**src/rtl/modulo_updown_counter_pkg.sv**
```systemverilog
// Shared encodings and defaults for the modulo up/down counter family.
// Optional prescaler is enabled by defining MODULO_COUNTER_PRESCALER_EN.
package modulo_updown_counter_pkg;

  localparam int DEFAULT_SIZE     = 16;
  localparam int DEFAULT_PRESCALE = 4;

  typedef enum logic {
    DIR_DOWN = 1'b0,
    DIR_UP   = 1'b1
  } dir_e;

  typedef enum logic {
    MODE_WRAP = 1'b0,
    MODE_SAT  = 1'b1
  } mode_e;

  // A 1-bit register is kept even for PRESCALE == 1 so the prescaler never has zero width.
  function automatic int ps_width(input int prescale);
    return (prescale > 1) ? $clog2(prescale) : 1;
  endfunction

endpackage

```
**src/rtl/modulo_counter_next.sv**
```systemverilog
// Combinational next-count and boundary-event logic for the modulo up/down counter.
module modulo_counter_next
  import modulo_updown_counter_pkg::*;
#(
  parameter int SIZE = DEFAULT_SIZE
) (
  input  logic [SIZE-1:0] q,
  input  logic [SIZE-1:0] limit,
  input  logic            up,
  input  logic            saturate,
  output logic [SIZE-1:0] q_next,
  output logic            boundary
);

  // Value taken when a step crosses the range edge: saturate pins to the edge being hit,
  // wrap jumps to the opposite edge.
  function automatic logic [SIZE-1:0] edge_value(
    input logic [SIZE-1:0] lim,
    input dir_e            dir,
    input mode_e           mode
  );
    logic [SIZE-1:0] v;
    if (dir == DIR_UP) v = (mode == MODE_SAT) ? lim : '0;
    else               v = (mode == MODE_SAT) ? '0  : lim;
    return v;
  endfunction

  dir_e  dir;
  mode_e mode;

  assign dir  = dir_e'(up);
  assign mode = mode_e'(saturate);

  always_comb begin
    q_next   = q;
    boundary = 1'b0;
    if (dir == DIR_UP) begin
      if (q < limit) begin
        q_next = q + 1'b1;
      end else begin
        // Covers q == limit and q above a limit that was lowered mid-count.
        boundary = 1'b1;
        q_next   = edge_value(limit, dir, mode);
      end
    end else begin
      if (q > limit) begin
        q_next = limit;
      end else if (q != '0) begin
        q_next = q - 1'b1;
      end else begin
        boundary = 1'b1;
        q_next   = edge_value(limit, dir, mode);
      end
    end
  end

endmodule

```
**src/rtl/modulo_updown_counter.sv**
```systemverilog
// Modulo up/down counter with wrap/saturate, load, terminal-count pulse and sticky overflow.
// Define MODULO_COUNTER_PRESCALER_EN to step only once every PRESCALE Enable pulses.
module modulo_updown_counter
  import modulo_updown_counter_pkg::*;
#(
  parameter int SIZE        = DEFAULT_SIZE,
  parameter int RESET_VALUE = 0,
  parameter int PRESCALE    = DEFAULT_PRESCALE
) (
  input  logic            Clock,
  input  logic            Reset,
  input  logic            Load,
  input  logic [SIZE-1:0] Initial,
  input  logic [SIZE-1:0] Limit,
  input  logic            Enable,
  input  logic            Up,
  input  logic            Saturate,
  input  logic            ClearFlag,
  output logic [SIZE-1:0] Q,
  output logic            TerminalCount,
  output logic            Overflow
);

  if (PRESCALE < 1) begin : g_bad_prescale
    $error("PRESCALE must be >= 1");
  end

  function automatic logic [SIZE-1:0] clamp_to_limit(
    input logic [SIZE-1:0] value,
    input logic [SIZE-1:0] lim
  );
    return (value > lim) ? lim : value;
  endfunction

  logic [SIZE-1:0] q_p0;
  logic            tc_p0;
  logic            ovf_p0;
  logic [SIZE-1:0] q_next;
  logic            boundary;
  logic            step;

  modulo_counter_next #(
    .SIZE (SIZE)
  ) u_next (
    .q        (q_p0),
    .limit    (Limit),
    .up       (Up),
    .saturate (Saturate),
    .q_next   (q_next),
    .boundary (boundary)
  );

`ifdef MODULO_COUNTER_PRESCALER_EN
  localparam int              PS_W    = ps_width(PRESCALE);
  localparam logic [PS_W-1:0] PS_LAST = PS_W'(PRESCALE - 1);

  logic [PS_W-1:0] ps_p0;

  // Prescaler: counts Enable pulses, frozen on idle cycles, restarted by Load.
  always_ff @(posedge Clock or posedge Reset) begin
    if (Reset) begin
      ps_p0 <= '0;
    end else if (Load) begin
      ps_p0 <= '0;
    end else if (Enable) begin
      ps_p0 <= (ps_p0 == PS_LAST) ? '0 : ps_p0 + 1'b1;
    end
  end

  assign step = Enable && (ps_p0 == PS_LAST);
`else
  assign step = Enable;
`endif

  // Count, terminal-count and overflow registers.
  always_ff @(posedge Clock or posedge Reset) begin
    if (Reset) begin
      q_p0   <= SIZE'(RESET_VALUE);
      tc_p0  <= 1'b0;
      ovf_p0 <= 1'b0;
    end else if (Load) begin
      q_p0   <= clamp_to_limit(Initial, Limit);
      tc_p0  <= 1'b0;
      ovf_p0 <= 1'b0;
    end else begin
      tc_p0 <= step && boundary;
      if (step) begin
        q_p0 <= q_next;
      end
      if (step && boundary) begin
        ovf_p0 <= 1'b1;
      end else if (ClearFlag) begin
        ovf_p0 <= 1'b0;
      end
    end
  end

  assign Q             = q_p0;
  assign TerminalCount = tc_p0;
  assign Overflow      = ovf_p0;

endmodule

```
**config.mk**
```make
export PLATFORM = sky130hd
export DESIGN_NAME = modulo_updown_counter
export DESIGN_NICKNAME = d
export VERILOG_FILES = /design/src/rtl/modulo_updown_counter_pkg.sv /design/src/rtl/modulo_counter_next.sv /design/src/rtl/modulo_updown_counter.sv
export SDC_FILE = /design/constraint.sdc
export NUM_CORES = 1
export LEC_CHECK = 0
export CORE_ASPECT_RATIO = 0.9
export CORE_MARGIN = 4
export CORE_UTILIZATION = 35
export DETAILED_ROUTE_END_ITERATION = 6
export PLACE_DENSITY_LB_ADDON = 0.1
export SLEW_MARGIN = 5
export SYNTH_ARGS = -nofsm -noshare
export SYNTH_HDL_FRONTEND = slang
export SYNTH_SLANG_ARGS = --single-unit
```
**constraint.sdc**
```tcl
create_clock -name Clock -period 6.97 [get_ports Clock]
set_input_delay 1.0455 -clock Clock [delete_from_list [all_inputs] [get_ports Clock]]
set_output_delay 1.0455 -clock Clock [all_outputs]
set_load 0.01 [all_outputs]
```
After elaboration in Yosys (flattened, before gate mapping)

Index checks and enable logic that the tools add are counted.

Logic and storage cells: 29
Register bits: 18
Input port bits: 39
Output and inout bits: 18

Muxes and demuxes: 17
Reductions and logical operators: 4
$add $sub $neg: 2
$lt $le $gt $ge: 3

Operators with widths:

| kind                                                                  | count |
|---|---|
| 16-bit 2-to-1 mux                                                     | 9 |
| 16-bit > comparator                                                   | 2 |
| 16-bit by 1-bit adder with 16-bit output (second input constant)      | 1 |
| 16-bit < comparator                                                   | 1 |
| 16-bit nonzero test                                                   | 1 |
| 16-bit by 1-bit subtractor with 16-bit output (second input constant) | 1 |
| 1-bit 2-to-1 mux                                                      | 8 |
| 3-bit nonzero test                                                    | 1 |
| 2-bit nonzero test                                                    | 1 |
| 1-bit logical AND                                                     | 1 |

Longest topological paths before layout

Gate-level depths: netlist of the first run.

Depth after elaboration: 7
Depth in mapped cells: 11

Hierarchy

From an unflattened synthesis of the first run, not the netlist that was laid out.

Cells, all modules: 343
Area, all modules: 2929.1 um^2

By module, submodules not included:

| module                | times used | cells an instance | area an instance (um^2) | seq. area each (um^2) |
|---|---|---|---|---|
| modulo_counter_next   | 1          | 206               | 1582.8                  | 0.0 |
| modulo_updown_counter | 1          | 137               | 1346.3                  | 450.4 |

Worst setup path after synthesis of the first run

Ideal clock, no wire load.

Path type: input port to flip-flop
Start point: input port Limit[1]
End point: register q_p0[5] (netlist: Q[5])
Buffers on the path: 1
Path slack: 3680 ps
Stages: 10
Arrival: 3170 ps
Required time: 6850 ps
Library setup time: 120 ps
Cell sequence: inv_1 ha_1 nor2b_1 o211ai_1 a2111o_1 a31oi_2 buf_2 mux2i_1 o22ai_1 a31o_2

Cells in the longest elaborated chain, start to end: 5

Ends and longest elaborated chain:

| item                                                              | RTL line                                             | RTL |
|---|---|---|
| start: declaration                                                | modulo_updown_counter.sv:14                          | `input logic [SIZE-1:0] Limit,` |
| 16-bit > comparator / 16-bit < comparator (equally long branches) | modulo_counter_next.sv:46, modulo_counter_next.sv:38 |  |
| 16-bit 2-to-1 mux (on tied branches)                              | modulo_counter_next.sv:46, modulo_counter_next.sv:38 |  |
| 16-bit 2-to-1 mux                                                 | modulo_counter_next.sv:37                            | `if (dir == DIR_UP) begin` |
| 16-bit 2-to-1 mux                                                 | modulo_updown_counter.sv:87                          | `if (step) begin` |
| 16-bit 2-to-1 mux (*)                                             | modulo_updown_counter.sv:81                          | `end else if (Load) begin` |
| end signal: assignment                                            | modulo_updown_counter.sv:78                          | `q_p0 <= SIZE'(RESET_VALUE);` |
| end signal: assignment                                            | modulo_updown_counter.sv:82                          | `q_p0 <= clamp_to_limit(Initial, Limit);` |
| end signal: assignment                                            | modulo_updown_counter.sv:88                          | `q_p0 <= q_next;` |
| end: declaration                                                  | modulo_updown_counter.sv:35                          | `logic [SIZE-1:0] q_p0;` |

Every way passes the cells marked *; elsewhere a longest branch is shown, timed or not. The select of a mux whose other input is x is not followed.
A chain may end at the register's enable or synchronous reset.

Worst setup path in the final report of the first run

Start point: input port Limit[14]
End point: register q_p0[4] (netlist: Q[4])

Same word-level chain as after synthesis.

==> metrics.log, run 1 <==
[metrics] status: finished, final reports clean
[metrics] WL/cell: 20.2 um
[metrics] DRT iter0 DRCs: 268
[metrics] post-synth top area share: 15.9%
[metrics] number of hold violations in the final report: 0
[metrics] die footprint: 0.00961 mm^2
[metrics] Total Negative Setup Slacks: 0 ps
[metrics] Max Freq: 248 MHz
[metrics] Max Root-Sink Buffers: 2
[metrics] global-route wire length before repair: 15.8 mm
[metrics] max_slew headroom: 16.2%
[metrics] Setup WS post-layout: 2930 ps
[metrics] share of synthesized registers carrying an async set or reset: 100%
[metrics] number of iterations in the first detailed-routing pass: 4
[metrics] vias in the first global route: 2862
[metrics] critical-path cell list: clkdlybuf4s50_1, inv_1, ha_1, nand4_1, nor2_1, a211o_1, o31a_2, nor2_1, a221oi_1, o31ai_1
[metrics] y dimension of the die: 93.4 um
[metrics] vias per inst: 5.95
[metrics] CTS tree: done
[metrics] area growth from synthesis to layout: 22.8%
[metrics] Pleak: 1.48 nW
[metrics] non-filler instance count after layout: 495
[metrics] main area contributors after synthesis: sky130_fd_sc_hd__dfrtp_1 16%, sky130_fd_sc_hd__ha_1 15%, sky130_fd_sc_hd__xnor2_1 4.3%
[metrics] Overflow after GRT: 0
[metrics] final setup violation count: 0
[metrics] Req. time, crit path: 7130 ps
[metrics] nature of the critical path endpoint: register
[metrics] Placement Cell Area: 0.00343 mm^2
[metrics] clk root buf: sky130_fd_sc_hd__clkbuf_8
[metrics] number of diodes added for antenna fixing: 0
[metrics] pin count of the biggest net entering global routing: 33
[metrics] via count: 2947
[metrics] post-route antenna net violation count: 0
[metrics] gate count of the mapped netlist: 360
[metrics] number of buffers added to fix hold violations after cts: 0
[metrics] number of different library cells in the post-synthesis netlist: 57
[metrics] commonest cells after routing, fill and taps aside: 56 x sky130_fd_sc_hd__clkdlybuf4s50_1, 35 x sky130_fd_sc_hd__ha_1, 32 x sky130_fd_sc_hd__nand2_1, 24 x sky130_fd_sc_hd__inv_1, 21 x sky130_fd_sc_hd__nand3_1
[metrics] largest driver fanout on the critical path: 12
[metrics] post-synthesis sequential element count: 18
[metrics] overall track demand over capacity in global routing: 21.0%
[metrics] sequential fraction of the synthesis area: 15.9%
[metrics] net total in the final layout: 474
[metrics] power density relative to cell area: 173 mW/mm^2
[metrics] leading area contributor after synthesis: sky130_fd_sc_hd__dfrtp_1
[metrics] transition time at the pin with the least slew margin: 1250 ps
[metrics] dpl hpwl: 7.49 mm
[metrics] placed insts: 491
[metrics] Tightest Hold Check Type: reg2reg
[metrics] Post-synth top flop: sky130_fd_sc_hd__dfrtp_1
[metrics] Critical Path Max Stage Delay: 770 ps
[metrics] number of top-level design ports: 57
[metrics] Clock Skew: 3.94 ps
[metrics] mean instance size in the synthesized netlist: 7.88 um^2
[metrics] signal arrival time at the worst endpoint: 4200 ps
[metrics] worst skew pair latency: 260 ps
[metrics] number of max-slew violations in the final report: 0
[metrics] crit path launch type: input port
[metrics] most common library cell in the layout ignoring fill and taps: sky130_fd_sc_hd__clkdlybuf4s50_1
[metrics] total nets after synthesis: 434
[metrics] shortest period the worst path allows: 4040 ps
[metrics] Critical Path Most Common Cell: sky130_fd_sc_hd__nor2_1
[metrics] proportion of layout cells with a drive suffix above 1: 6.77%
[metrics] quantity of I/O buffers inserted on ports: 56
[metrics] GPL Wtd Cong: 0.898
[metrics] number of warning messages in the yosys log: 0
[metrics] Cell Area, Synth: 0.00284 mm^2
[metrics] final cycle utilization of the critical path: 57.9%
[metrics] unrepaired setup endpoints after global routing: no
[metrics] critical path class: in2reg
[metrics] peak supply drop: 0.0723 mV
[metrics] Placeable Area: 0.00769 mm^2
[metrics] standard-cell row count: 30
[metrics] Chip Width: 103 um
[metrics] initial core utilization: 36.8%
[metrics] total wirelength of the detailed-routed design: 9.98 mm
[metrics] DRC violation count after routing: 0
[metrics] slowest stage cell, crit path: sky130_fd_sc_hd__nor2_1
[metrics] Post-synth EDFFs: 0
[metrics] number of max-capacitance violations reported: 0
[metrics] antenna violations before repair: 0
[metrics] clock buffers created by TritonCTS: 3
[metrics] number of sinks on the clock net: 18
[metrics] cts repair resizes: 0
[metrics] H-tree Lvls: 1
[metrics] Setup Slack @ Placement: 2640 ps
[metrics] Finished Cell Area: 0.00348 mm^2
[metrics] number of setup buffers added after CTS: 0
[metrics] clock transition at the register clock pins on the worst setup and hold paths after CTS: 80 ps
## per-layer routing
metal / vias to the layer above / global-route usage [%] / share of wire (%)
met5: - / 0 / 0
met4: 0 / 4.10 / 0.63
met3: 6 / 2.24 / 7.0
met2: 103 / 31.0 / 44
met1: 1398 / 32.7 / 48
li1: 1440 / - / -
## cells by family (layout without fill, tap and decap cells)
group	after synthesis	count (layout)	share of synthesized area, %
xor+xnor	26	26	8.03
simple gates	120	120	22.1
mux	16	16	5.96
fa+ha+maj	35	35	15.4
buf+inv	49	88	7.28
compound gates	96	96	25.3
flops	18	18	15.9
## flip-flops by register name, indices dropped and copies added (netlist names)
name,count
Overflow,1
TerminalCount,1
Q,16
## where the power goes
part,internal (mW),leakage [nW],switching (mW)
Sequential,0.120,0.221,0.0523
Combinational,0.162,1.23,0.177
Clock,0.0503,0.0288,0.0416
Total,0.332,1.48,0.271
## cell usage after synthesis (3+ instances only)
| library cell | number |
|---|---|
| sky130_fd_sc_hd__a211oi_1 | 5 |
| sky130_fd_sc_hd__clkbuf_1 | 12 |
| sky130_fd_sc_hd__a21o_1 | 4 |
| sky130_fd_sc_hd__mux2_2 | 7 |
| sky130_fd_sc_hd__xor2_1 | 12 |
| sky130_fd_sc_hd__xnor2_1 | 14 |
| sky130_fd_sc_hd__nand4_1 | 9 |
| sky130_fd_sc_hd__a21oi_1 | 19 |
| sky130_fd_sc_hd__buf_2 | 9 |
| sky130_fd_sc_hd__and3_1 | 5 |
| sky130_fd_sc_hd__mux2i_1 | 9 |
| sky130_fd_sc_hd__nand3_1 | 21 |
| sky130_fd_sc_hd__nor4_1 | 4 |
| sky130_fd_sc_hd__a31o_2 | 5 |
| sky130_fd_sc_hd__ha_1 | 35 |
| sky130_fd_sc_hd__o211a_1 | 5 |
| sky130_fd_sc_hd__and4_1 | 3 |
| sky130_fd_sc_hd__nor3_1 | 9 |
| sky130_fd_sc_hd__o22ai_1 | 5 |
| sky130_fd_sc_hd__a31oi_1 | 3 |
| sky130_fd_sc_hd__nor2_1 | 20 |
| sky130_fd_sc_hd__dfrtp_1 | 18 |
| sky130_fd_sc_hd__o31ai_1 | 5 |
| sky130_fd_sc_hd__o21ai_0 | 7 |
| sky130_fd_sc_hd__a221o_1 | 7 |
| sky130_fd_sc_hd__o221ai_1 | 3 |
| sky130_fd_sc_hd__nand2_1 | 32 |
| sky130_fd_sc_hd__o211ai_1 | 9 |
| sky130_fd_sc_hd__a221oi_1 | 6 |
| sky130_fd_sc_hd__inv_1 | 24 |
## stage by stage
stage          total power, mW  utilization [%]  hold slack, ps
2_1_floorplan            0.383                -             518
3_3_place_gp             0.507             44.5             465
3_5_place_dp             0.508             44.5             476
4_1_cts                  0.602             45.2             499
5_1_grt                  0.647             45.2             536
6_report                 0.604             45.2             495
## cell type report
type / instances / area [um^2]
clock buffers: 4 / 55.1
fillers: 769 / 4210
inverters: 25 / 93.8
multi-input cells: 293 / 2180
flip-flops and latches: 18 / 450
well taps: 96 / 120
repair buffers: 59 / 583
## final timing paths
kind / cells after the start / slack, ps / endpoint / startpoint
hold reg to reg: 1 / 490 / Overflow / Overflow
hold / removal: 1 / 490 / Overflow / Overflow
setup reg to reg: 8 / 3760 / Q[4] / Q[7]
min in group asynchronous: 2 / 1230 / Q[12] / Reset
max in group asynchronous: 2 / 5240 / Q[0] / Reset
setup / recovery: 10 / 2930 / Q[4] / Limit[14]
## worst max-delay path, delay by kind of cell
family / cells / cell delay (ps)
adders and majority gates: 1 / 290
and+or+nand+nor: 3 / 1040
buffers and inverters: 2 / 650
AOI/OAI and AO/OA: 4 / 1170
(Power assumes the default switching activity.)
==> run 2: changes to the inputs <==
==> constraint.sdc (replaced) <==
create_clock -name Clock -period 3.8 [get_ports Clock]
set_input_delay 0.57 -clock Clock [delete_from_list [all_inputs] [get_ports Clock]]
set_output_delay 0.57 -clock Clock [all_outputs]
set_load 0.01 [all_outputs]
==> run 2 against run 1 <==
Worst setup slack got worse by 2600 ps; wire length increased by 4.4%; via count increased by 6.8%; worst hold slack got worse by 0.52 ps; non-clock buffer count increased by 23; die area unchanged; core utilization increased by 2.2 points; final cell count increased by 4.6%.
==> metrics.log, run 2 (synthesis gave the netlist of run 1 again) <==
[metrics] y dimension of the die: 93.4 um
[metrics] number of diodes added for antenna fixing: 0
[metrics] number of max-capacitance violations reported: 0
[metrics] max_slew headroom: 45.1%
[metrics] number of iterations in the first detailed-routing pass: 5
[metrics] placed insts: 514
[metrics] overall track demand over capacity in global routing: 21.7%
[metrics] pin count of the biggest net entering global routing: 19
[metrics] part of the total power dissipated in the clock network: 15.0%
[metrics] max FFs per register: 16
[metrics] vias in the first global route: 2992
[metrics] number of hold violations in the final report: 0
[metrics] Max Root-Sink Buffers: 2
[metrics] CTS tree: done
[metrics] post-route antenna net violation count: 0
[metrics] final cycle utilization of the critical path: 91.2%
[metrics] antenna violations before repair: 0
[metrics] slowest stage cell, crit path: sky130_fd_sc_hd__clkdlybuf4s50_1
[metrics] number of buffers added to fix hold violations after cts: 0
[metrics] Clock Skew: 5.34 ps
[metrics] number of sinks on the clock net: 18
[metrics] commonest cells after routing, fill and taps aside: 56 x sky130_fd_sc_hd__clkdlybuf4s50_1, 35 x sky130_fd_sc_hd__ha_1, 32 x sky130_fd_sc_hd__nand2_1, 26 x sky130_fd_sc_hd__buf_4, 24 x sky130_fd_sc_hd__inv_1
[metrics] global-route wire length before repair: 16.2 mm
[metrics] critical-path cell list: clkdlybuf4s50_1, inv_1, ha_1, a21oi_1, o21ai_0, a41o_1, o31a_2, a21o_1, a221o_1, a221o_1
[metrics] Sw Pwr: 0.514 mW
[metrics] Pleak: 1.59 nW
[metrics] status: finished, final reports clean
[metrics] net total in the final layout: 497
[metrics] via count: 3148
[metrics] transition time at the pin with the least slew margin: 823 ps
[metrics] Power Total: 1.16 mW
[metrics] nature of the critical path endpoint: register
[metrics] Placeable Area: 0.00769 mm^2
[metrics] proportion of layout cells with a drive suffix above 1: 11.8%
[metrics] initial core utilization: 36.8%
[metrics] number of setup buffers added after CTS: 0
[metrics] Switching Fraction: 44.3%
[metrics] Critical Path Most Common Cell: sky130_fd_sc_hd__a221o_1
[metrics] Seq pwr share: 23.9%
[metrics] die footprint: 0.00961 mm^2
[metrics] part of the power in combinational logic: 61.1%
[metrics] Req. time, crit path: 3950 ps
[metrics] clock transition at the register clock pins on the worst setup and hold paths after CTS: 80 ps
[metrics] Overflow after GRT: 0
[metrics] crit path launch type: input port
[metrics] signal arrival time at the worst endpoint: 3620 ps
[metrics] register-to-register path setup slack: 740 ps
[metrics] number of max-slew violations in the final report: 0
[metrics] Chip Width: 103 um
[metrics] clock buffers created by TritonCTS: 3
[metrics] critical path class: in2reg
[metrics] number of top-level design ports: 57
[metrics] total wirelength of the detailed-routed design: 10.4 mm
[metrics] most common library cell in the layout ignoring fill and taps: sky130_fd_sc_hd__clkdlybuf4s50_1
[metrics] cts repair resizes: 0
[metrics] shortest period the worst path allows: 3460 ps
[metrics] Total Negative Setup Slacks: 0 ps
[metrics] peak supply drop: 0.162 mV
[metrics] DRT iter0 DRCs: 265
[metrics] final setup violation count: 0
[metrics] standard-cell row count: 30
[metrics] GPL Wtd Cong: 0.838
[metrics] unrepaired setup endpoints after global routing: no
[metrics] Bufs and invs on worst path: 2
[metrics] Max Freq: 289 MHz
[metrics] clk root buf: sky130_fd_sc_hd__clkbuf_8
[metrics] worst skew pair latency: 270 ps
[metrics] DRC violation count after routing: 0
[metrics] area growth from synthesis to layout: 28.9%
[metrics] non-filler instance count after layout: 518
[metrics] largest driver fanout on the critical path: 16
[metrics] internal power: 0.647 mW
[metrics] power density relative to cell area: 318 mW/mm^2
[metrics] Filler Cell Count: 728
[metrics] Critical Path Max Stage Delay: 520 ps
[metrics] critical path's top delay family: compound AO/OA/AOI/OAI gates
[metrics] WL/cell: 20.1 um
[metrics] Tightest Hold Check Type: reg2reg
[metrics] dpl hpwl: 7.94 mm
[metrics] vias per inst: 6.08
[metrics] H-tree Lvls: 1
[metrics] quantity of I/O buffers inserted on ports: 56
==> run 2: cell count changes in the layout (fill, tap and decap cells not counted), sizes merged <==
cell,delta
buf,+23
==> run 2: power by group through the flow <==
stage	clock, mW	sequential, mW	combinational (mW)
floorplan	0	0.282	0.421
global placement	0	0.280	0.697
detailed placement	0	0.279	0.697
CTS	0.175	0.275	0.702
global route	0.182	0.283	0.772
finish	0.174	0.278	0.709
==> run 2: worst paths after layout <==
check / end / cells after the start / startpoint
worst max-delay path: Q[8] / 10 / Limit[7]
worst min-delay path: Overflow / 1 / Overflow
worst max register to register: Q[8] / 8 / Q[5]
worst min register to register: Overflow / 1 / Overflow
max in group asynchronous: Q[12] / 2 / Reset
min in group asynchronous: Q[6] / 2 / Reset
==> run 2: cell type report <==
type | count | area (um^2) | area share [%]
clock buffers | 4 | 55.1 | 1.51
inverters | 25 | 93.8 | 2.57
multi-input cells | 293 | 2180 | 59.6
flip-flops and latches | 18 | 450 | 12.3
well taps | 96 | 120 | 3.29
repair buffers | 82 | 756 | 20.7
==> run 2: through the flow <==
step                      cell area, um^2  utilization [%]  worst slack (ps)  hold WS (ps)
after global routing                 3650             47.5               225           505
after floorplan                      2840                -               985           509
after detailed placement             3600             46.8               133           465
after CTS                            3650             47.5               391           497
after global placement               3600             46.8               180           469
final                                3650             47.5               336           494
==> run 2: per-layer routing <==
metal | wire length (um) | vias up | part of all wire [%] | GRT usage, %
met4 | 102 | 0 | 0.98 | 4.96
met1 | 4870 | 1505 | 47 | 33.1
li1 | - | 1489 | - | -
met5 | 0 | - | 0 | 0
met3 | 932 | 10 | 9.0 | 3.28
met2 | 4510 | 144 | 43 | 31.9
